==> src/rtl/crc_arb_pkg.sv <==
// Shared constants for the CRC job arbiter: engine register map, CTRL bit
// positions and FSM state encodings.
package crc_arb_pkg;

  // CRC engine register map
  localparam logic [31:0] CRC_DATA_A  = 32'h4003_2000;
  localparam logic [31:0] CRC_GPOLY_A = 32'h4003_2004;
  localparam logic [31:0] CRC_CTRL_A  = 32'h4003_2008;

  // CTRL register fields
  localparam int TOT_MSB  = 31;
  localparam int TOT_LSB  = 30;
  localparam int TOTR_MSB = 29;
  localparam int TOTR_LSB = 28;
  localparam int FXOR_BIT = 26;
  localparam int WAS_BIT  = 25;
  localparam int TCRC_BIT = 24;

  // FSM state encodings
  localparam int STW = 4;
  localparam logic [STW-1:0] IDLE    = 4'd0;
  localparam logic [STW-1:0] W_POLY  = 4'd1;
  localparam logic [STW-1:0] W_CSEED = 4'd2;
  localparam logic [STW-1:0] W_SEED  = 4'd3;
  localparam logic [STW-1:0] W_CDATA = 4'd4;
  localparam logic [STW-1:0] DATA    = 4'd5;
  localparam logic [STW-1:0] RD1     = 4'd6;
  localparam logic [STW-1:0] RD2     = 4'd7;
  localparam logic [STW-1:0] RESP    = 4'd8;

  // CTRL image with the write-as-seed bit forced to the given value
  function automatic logic [31:0] ctrl_with_was(input logic [31:0] ctrl, input logic was);
    logic [31:0] r;
    r = ctrl;
    r[WAS_BIT] = was;
    return r;
  endfunction

endpackage

==> src/rtl/crc_rr_arbiter.sv <==
// Combinational round-robin selector: first asserted request at or after
// the pointer, wrapping modulo NREQ. The pointer itself lives in the parent.
module crc_rr_arbiter #(
  parameter int NREQ = 2,
  parameter int IDW  = 3
) (
  input  logic [NREQ-1:0] req,
  input  logic [IDW-1:0]  ptr,
  output logic [NREQ-1:0] gnt,
  output logic [IDW-1:0]  idx,
  output logic            any
);

  // Scan priority positions ptr, ptr+1, ... and pick the first hit.
  // Request bits are indexed only by the loop constant i to keep indexing static.
  always_comb begin
    gnt = '0;
    idx = '0;
    any = 1'b0;
    for (int k = 0; k < NREQ; k++) begin
      for (int i = 0; i < NREQ; i++) begin
        if (!any && req[i] && (i == ((int'(ptr) + k) % NREQ))) begin
          any    = 1'b1;
          gnt[i] = 1'b1;
          idx    = IDW'(i);
        end
      end
    end
  end

endmodule

==> src/rtl/crc_job_arbiter.sv <==
// Bus-master front end that shares one CRC engine among NREQ requesters.
// Each granted job runs as an atomic register sequence (poly, seed load,
// data stream, double read of the result) and returns a tagged checksum.
module crc_job_arbiter
  import crc_arb_pkg::*;
#(
  parameter int NREQ = 2,
  parameter int IDW  = 3
) (
  input  logic                 clk,
  input  logic                 rst,
  input  logic [NREQ-1:0]      req_valid,
  input  logic [32*NREQ-1:0]   req_poly,
  input  logic [32*NREQ-1:0]   req_ctrl,
  input  logic [32*NREQ-1:0]   req_seed,
  output logic [NREQ-1:0]      req_ack,
  input  logic [NREQ-1:0]      dat_valid,
  input  logic [32*NREQ-1:0]   dat_data,
  input  logic [NREQ-1:0]      dat_last,
  output logic [NREQ-1:0]      dat_ready,
  output logic                 res_valid,
  input  logic                 res_ready,
  output logic [31:0]          res_data,
  output logic [IDW-1:0]       res_id,
  output logic                 busy,
  output logic                 sel,
  output logic                 rw,
  output logic [31:0]          addr,
  output logic [31:0]          data_wr,
  input  logic [31:0]          data_rd
);

  logic [STW-1:0]  state_reg, state_next;
  logic [IDW-1:0]  ptr_reg, gnt_idx_reg;
  logic [NREQ-1:0] gnt_oh_reg, req_ack_reg;
  logic [31:0]     poly_reg, ctrl_reg, seed_reg, res_data_reg;
  logic [31:0]     addr_reg, wdata_reg;

  logic [NREQ-1:0] arb_gnt;
  logic [IDW-1:0]  arb_idx;
  logic            arb_any;

  logic [31:0]     cand_poly, cand_ctrl, cand_seed, cur_data;
  logic            cur_valid, cur_last;

  logic            bus_sel, bus_rw;
  logic [31:0]     bus_addr, bus_wdata;

  crc_rr_arbiter #(.NREQ(NREQ), .IDW(IDW)) u_arb (
    .req (req_valid),
    .ptr (ptr_reg),
    .gnt (arb_gnt),
    .idx (arb_idx),
    .any (arb_any)
  );

  // Select the candidate descriptor and the granted requester's data lane
  always_comb begin
    cand_poly = '0;
    cand_ctrl = '0;
    cand_seed = '0;
    cur_data  = '0;
    cur_valid = 1'b0;
    cur_last  = 1'b0;
    for (int i = 0; i < NREQ; i++) begin
      if (arb_gnt[i]) begin
        cand_poly = req_poly[32*i +: 32];
        cand_ctrl = req_ctrl[32*i +: 32];
        cand_seed = req_seed[32*i +: 32];
      end
      if (gnt_oh_reg[i]) begin
        cur_data  = dat_data[32*i +: 32];
        cur_valid = dat_valid[i];
        cur_last  = dat_last[i];
      end
    end
  end

  // Next state and the bus access issued in the current state
  always_comb begin
    state_next = state_reg;
    bus_sel    = 1'b0;
    bus_rw     = 1'b0;
    bus_addr   = addr_reg;
    bus_wdata  = wdata_reg;
    case (state_reg)
      IDLE: begin
        if (arb_any) state_next = W_POLY;
      end
      W_POLY: begin
        bus_sel = 1'b1; bus_rw = 1'b1;
        bus_addr = CRC_GPOLY_A; bus_wdata = poly_reg;
        state_next = W_CSEED;
      end
      W_CSEED: begin
        bus_sel = 1'b1; bus_rw = 1'b1;
        bus_addr = CRC_CTRL_A; bus_wdata = ctrl_with_was(ctrl_reg, 1'b1);
        state_next = W_SEED;
      end
      W_SEED: begin
        bus_sel = 1'b1; bus_rw = 1'b1;
        bus_addr = CRC_DATA_A; bus_wdata = seed_reg;
        state_next = W_CDATA;
      end
      W_CDATA: begin
        bus_sel = 1'b1; bus_rw = 1'b1;
        bus_addr = CRC_CTRL_A; bus_wdata = ctrl_with_was(ctrl_reg, 1'b0);
        state_next = DATA;
      end
      DATA: begin
        if (cur_valid) begin
          bus_sel = 1'b1; bus_rw = 1'b1;
          bus_addr = CRC_DATA_A; bus_wdata = cur_data;
          if (cur_last) state_next = RD1;
        end
      end
      RD1: begin
        // First read only flushes the engine pipeline; its value is discarded
        bus_sel = 1'b1; bus_addr = CRC_DATA_A;
        state_next = RD2;
      end
      RD2: begin
        bus_sel = 1'b1; bus_addr = CRC_DATA_A;
        state_next = RESP;
      end
      RESP: begin
        if (res_ready) state_next = IDLE;
      end
      default: state_next = IDLE;
    endcase
  end

  // FSM state and last-issued address/write data (held while the bus is idle)
  always_ff @(posedge clk or posedge rst) begin
    if (rst) begin
      state_reg <= IDLE;
      addr_reg  <= '0;
      wdata_reg <= '0;
    end else begin
      state_reg <= state_next;
      if (bus_sel) begin
        addr_reg  <= bus_addr;
        wdata_reg <= bus_wdata;
      end
    end
  end

  // Grant bookkeeping: descriptor latch, ack pulse, pointer advance, result capture
  always_ff @(posedge clk or posedge rst) begin
    if (rst) begin
      ptr_reg      <= '0;
      gnt_idx_reg  <= '0;
      gnt_oh_reg   <= '0;
      req_ack_reg  <= '0;
      poly_reg     <= '0;
      ctrl_reg     <= '0;
      seed_reg     <= '0;
      res_data_reg <= '0;
    end else begin
      req_ack_reg <= '0;
      if (state_reg == IDLE && arb_any) begin
        poly_reg    <= cand_poly;
        ctrl_reg    <= cand_ctrl;
        seed_reg    <= cand_seed;
        gnt_oh_reg  <= arb_gnt;
        gnt_idx_reg <= arb_idx;
        req_ack_reg <= arb_gnt;
        ptr_reg     <= (arb_idx == IDW'(NREQ - 1)) ? '0 : arb_idx + IDW'(1);
      end
      if (state_reg == RD2) res_data_reg <= data_rd;
    end
  end

  assign sel       = bus_sel;
  assign rw        = bus_rw;
  assign addr      = bus_addr;
  assign data_wr   = bus_wdata;
  assign req_ack   = req_ack_reg;
  assign dat_ready = (state_reg == DATA) ? gnt_oh_reg : '0;
  assign res_valid = (state_reg == RESP);
  assign res_data  = res_data_reg;
  assign res_id    = gnt_idx_reg;
  assign busy      = (state_reg != IDLE);

endmodule

==> config.mk <==
export PLATFORM = sky130hd
export DESIGN_NAME = crc_job_arbiter
export DESIGN_NICKNAME = d
export VERILOG_FILES = /design/src/rtl/crc_arb_pkg.sv /design/src/rtl/crc_rr_arbiter.sv /design/src/rtl/crc_job_arbiter.sv
export SDC_FILE = /design/constraint.sdc
export NUM_CORES = 1
export LEC_CHECK = 0
export ABC_CLOCK_PERIOD_IN_PS = 16600
export CORE_MARGIN = 1.5
export CORE_UTILIZATION = 28
export DETAILED_ROUTE_END_ITERATION = 10
export SLEW_MARGIN = 20
export SYNTH_ARGS = -nofsm -noshare
export SYNTH_HDL_FRONTEND = slang
export SYNTH_HIERARCHICAL = 1
export SYNTH_SLANG_ARGS = --single-unit
==> constraint.sdc <==
create_clock -name clk -period 16.6 [get_ports clk]
set_input_delay 2.49 -clock clk [delete_from_list [all_inputs] [get_ports clk]]
set_output_delay 2.49 -clock clk [all_outputs]
set_load 0.01 [all_outputs]
==> impl_metrics.csv <==
group,metric,value,unit
synthesis,synth_cells,901,
clock_network,cts.path.max_buffers,3,
synthesis,yosysWarningCount,6,
clock_network,clk_latency,520,ps
global_routing,overflow,0,
layout,multi_input_area,4240,sq um
setup_path,cp-end-kind,"output port",
clock_network,cts_max_level,1,
timing,drv_slew,0,
route,wire_per_inst,18.2,um
timing,final-hold-violation-count,0,
layout,antenna_cells,0,
global_routing,grt_max_degree,131,
timing,tns,0,ps
die,coreArea,34400,sq um
clock_network,tritoncts,"done",
setup_path,cp-endpoint,"data_wr[10]",
synthesis,netlist_area,9710,sq um
placement,io_buffers,401,
die,die_h,189,um
route,first_pass_iters,5,
clock_network,cts_setup_buffers,0,
layout,area_delta_synth_final,53.4,%
timing,worstMarginPinSlew,1020,ps
timing,setup_violations,0,
placement,dpl_cell_area,14000,sq um
layout,final_util,43.3,%
global_routing,grt_antenna_before_repair,0,
setup_path,cp-start-kind,"primary input",
timing,finClkSkew,8.51,ps
clock_network,postCtsHoldBufs,0,
die,fp-row-count,68,
power_and_ir_drop,p_per_area,169,nW/um^2
route,num_vias,8286,
setup_path,cp-startpoint,"dat_valid[0]",
timing,slew_headroom,32.1,%
layout,mostFrequentLayoutCells,"clkdlybuf4s50_1, dfrtp_1, nand2_1",
setup_path,reg2reg_depth,5,
setup_path,reg2reg_slack,13360,ps
setup_path,crit_path_max_fanout,33,
layout,final_common_cell,"clkdlybuf4s50_1",
global_routing,grt_util_all_layers,16.9,%
placement,place.gp.congestion,0.761,
placement,post-dp-hpwl,22.7,mm
route,routed_wl,31.4,mm
layout,drive_gt1_share,8.27,%
timing,clock.fmax,124,MHz
route,viasPerCell,4.80,
setup_path,critical_path_class,"primary input to output port",
synthesis,avgSynthCellArea,10.8,sq um
setup_path,timing.rr.end,"res_id[0]",
clock_network,cts_made_buffers,25,
die,initial_core_util,28.2,%
power_and_ir_drop,leakagePower,6.07,nW
status,status,"complete, no violations",
setup_path,timing.rr.start,"state_reg[1]",
clock_network,cts-root-buf,"clkbuf_16",
clock_network,clk_pin_slew,50,ps
global_routing,grt_pass1_vias,7949,
layout,regArea,5080,sq um
timing,rsz0062_at_grt,"false",
route,remaining_drc_errors,0,
timing,period_share,48.7,%
timing,finalCriticalPeriod,8080,ps
global_routing,grt_pass1_wl,46.9,mm
layout,nets,1549,
route,drt_iter0_markers,382,
route,ant_nets,0,
die,die_area,35800,sq um
setup_path,worstPathRequired,14110,ps
clock_network,cts_resized,0,
layout,final_area,14900,sq um
die,io_pins,404,
clock_network,clock-sinks,203,
layout,fillers,3303,
hold_path,hold_path_class,"flip-flop to flip-flop",
power_and_ir_drop,max-vdd-ir-drop,0.106,mV
setup_path,cp.arrival,5590,ps
flow_run,maxCapViolCount,0,
die,die_w,189,um
[power by group]
part	leakage [nW]	switching [mW]	internal (mW)	total (mW)
logic	3.05	0.624	0.558	1.18
clock network	0.424	0.211	0.356	0.567
registers	2.60	0.107	0.667	0.774
total	6.07	0.942	1.58	2.52
[critical path, cell delays in order]
cell,delay (ps)
clkdlybuf4s50_1,420
and3b_1,180
a21oi_1,480
a31o_2,700
buf_4,460
a221o_1,210
clkdlybuf4s50_1,620
[how the worst min path moves through the flow]
stage | startpoint | endpoint | depth (start not counted)
after CTS | addr_reg[16] | addr_reg[16] | 1
final | addr_reg[16] | addr_reg[16] | 1
after detailed placement | addr_reg[16] | addr_reg[16] | 1
after global placement | addr_reg[17] | addr_reg[17] | 1
after floorplan | addr_reg[13] | addr_reg[13] | 1
after global routing | addr_reg[30] | addr_reg[30] | 1
[final cells by class]
class	count	share of cell area [%]
repair buffers	412	27.5
inverters	9	0.277
clock inverters	11	1.08
multi-input cells	601	28.5
flip-flops and latches	203	34.1
clock buffers	34	4.70
well taps	455	3.82
[stage by stage]
step	setup slack, ps	instances	total power, mW	hold WS [ps]
CTS	8510	1725	2.57	458
global placement	8580	1680	1.96	448
finish	8520	1725	2.52	456
detailed placement	8520	1680	1.98	445
global route	8320	1725	2.70	461
floorplan	8570	902	1.47	431
[layer usage]
| metal | up-vias | track usage [%] | share of wire (%) |
|---|---|---|---|
| met4 | 0 | 3.91 | 1.9 |
| met1 | 3928 | 23.7 | 46 |
| met5 | - | 0 | 0 |
| li1 | 4059 | - | - |
| met2 | 260 | 27.1 | 46 |
| met3 | 39 | 3.23 | 6.0 |
Note: power is estimated with default switching activity, not from simulation.
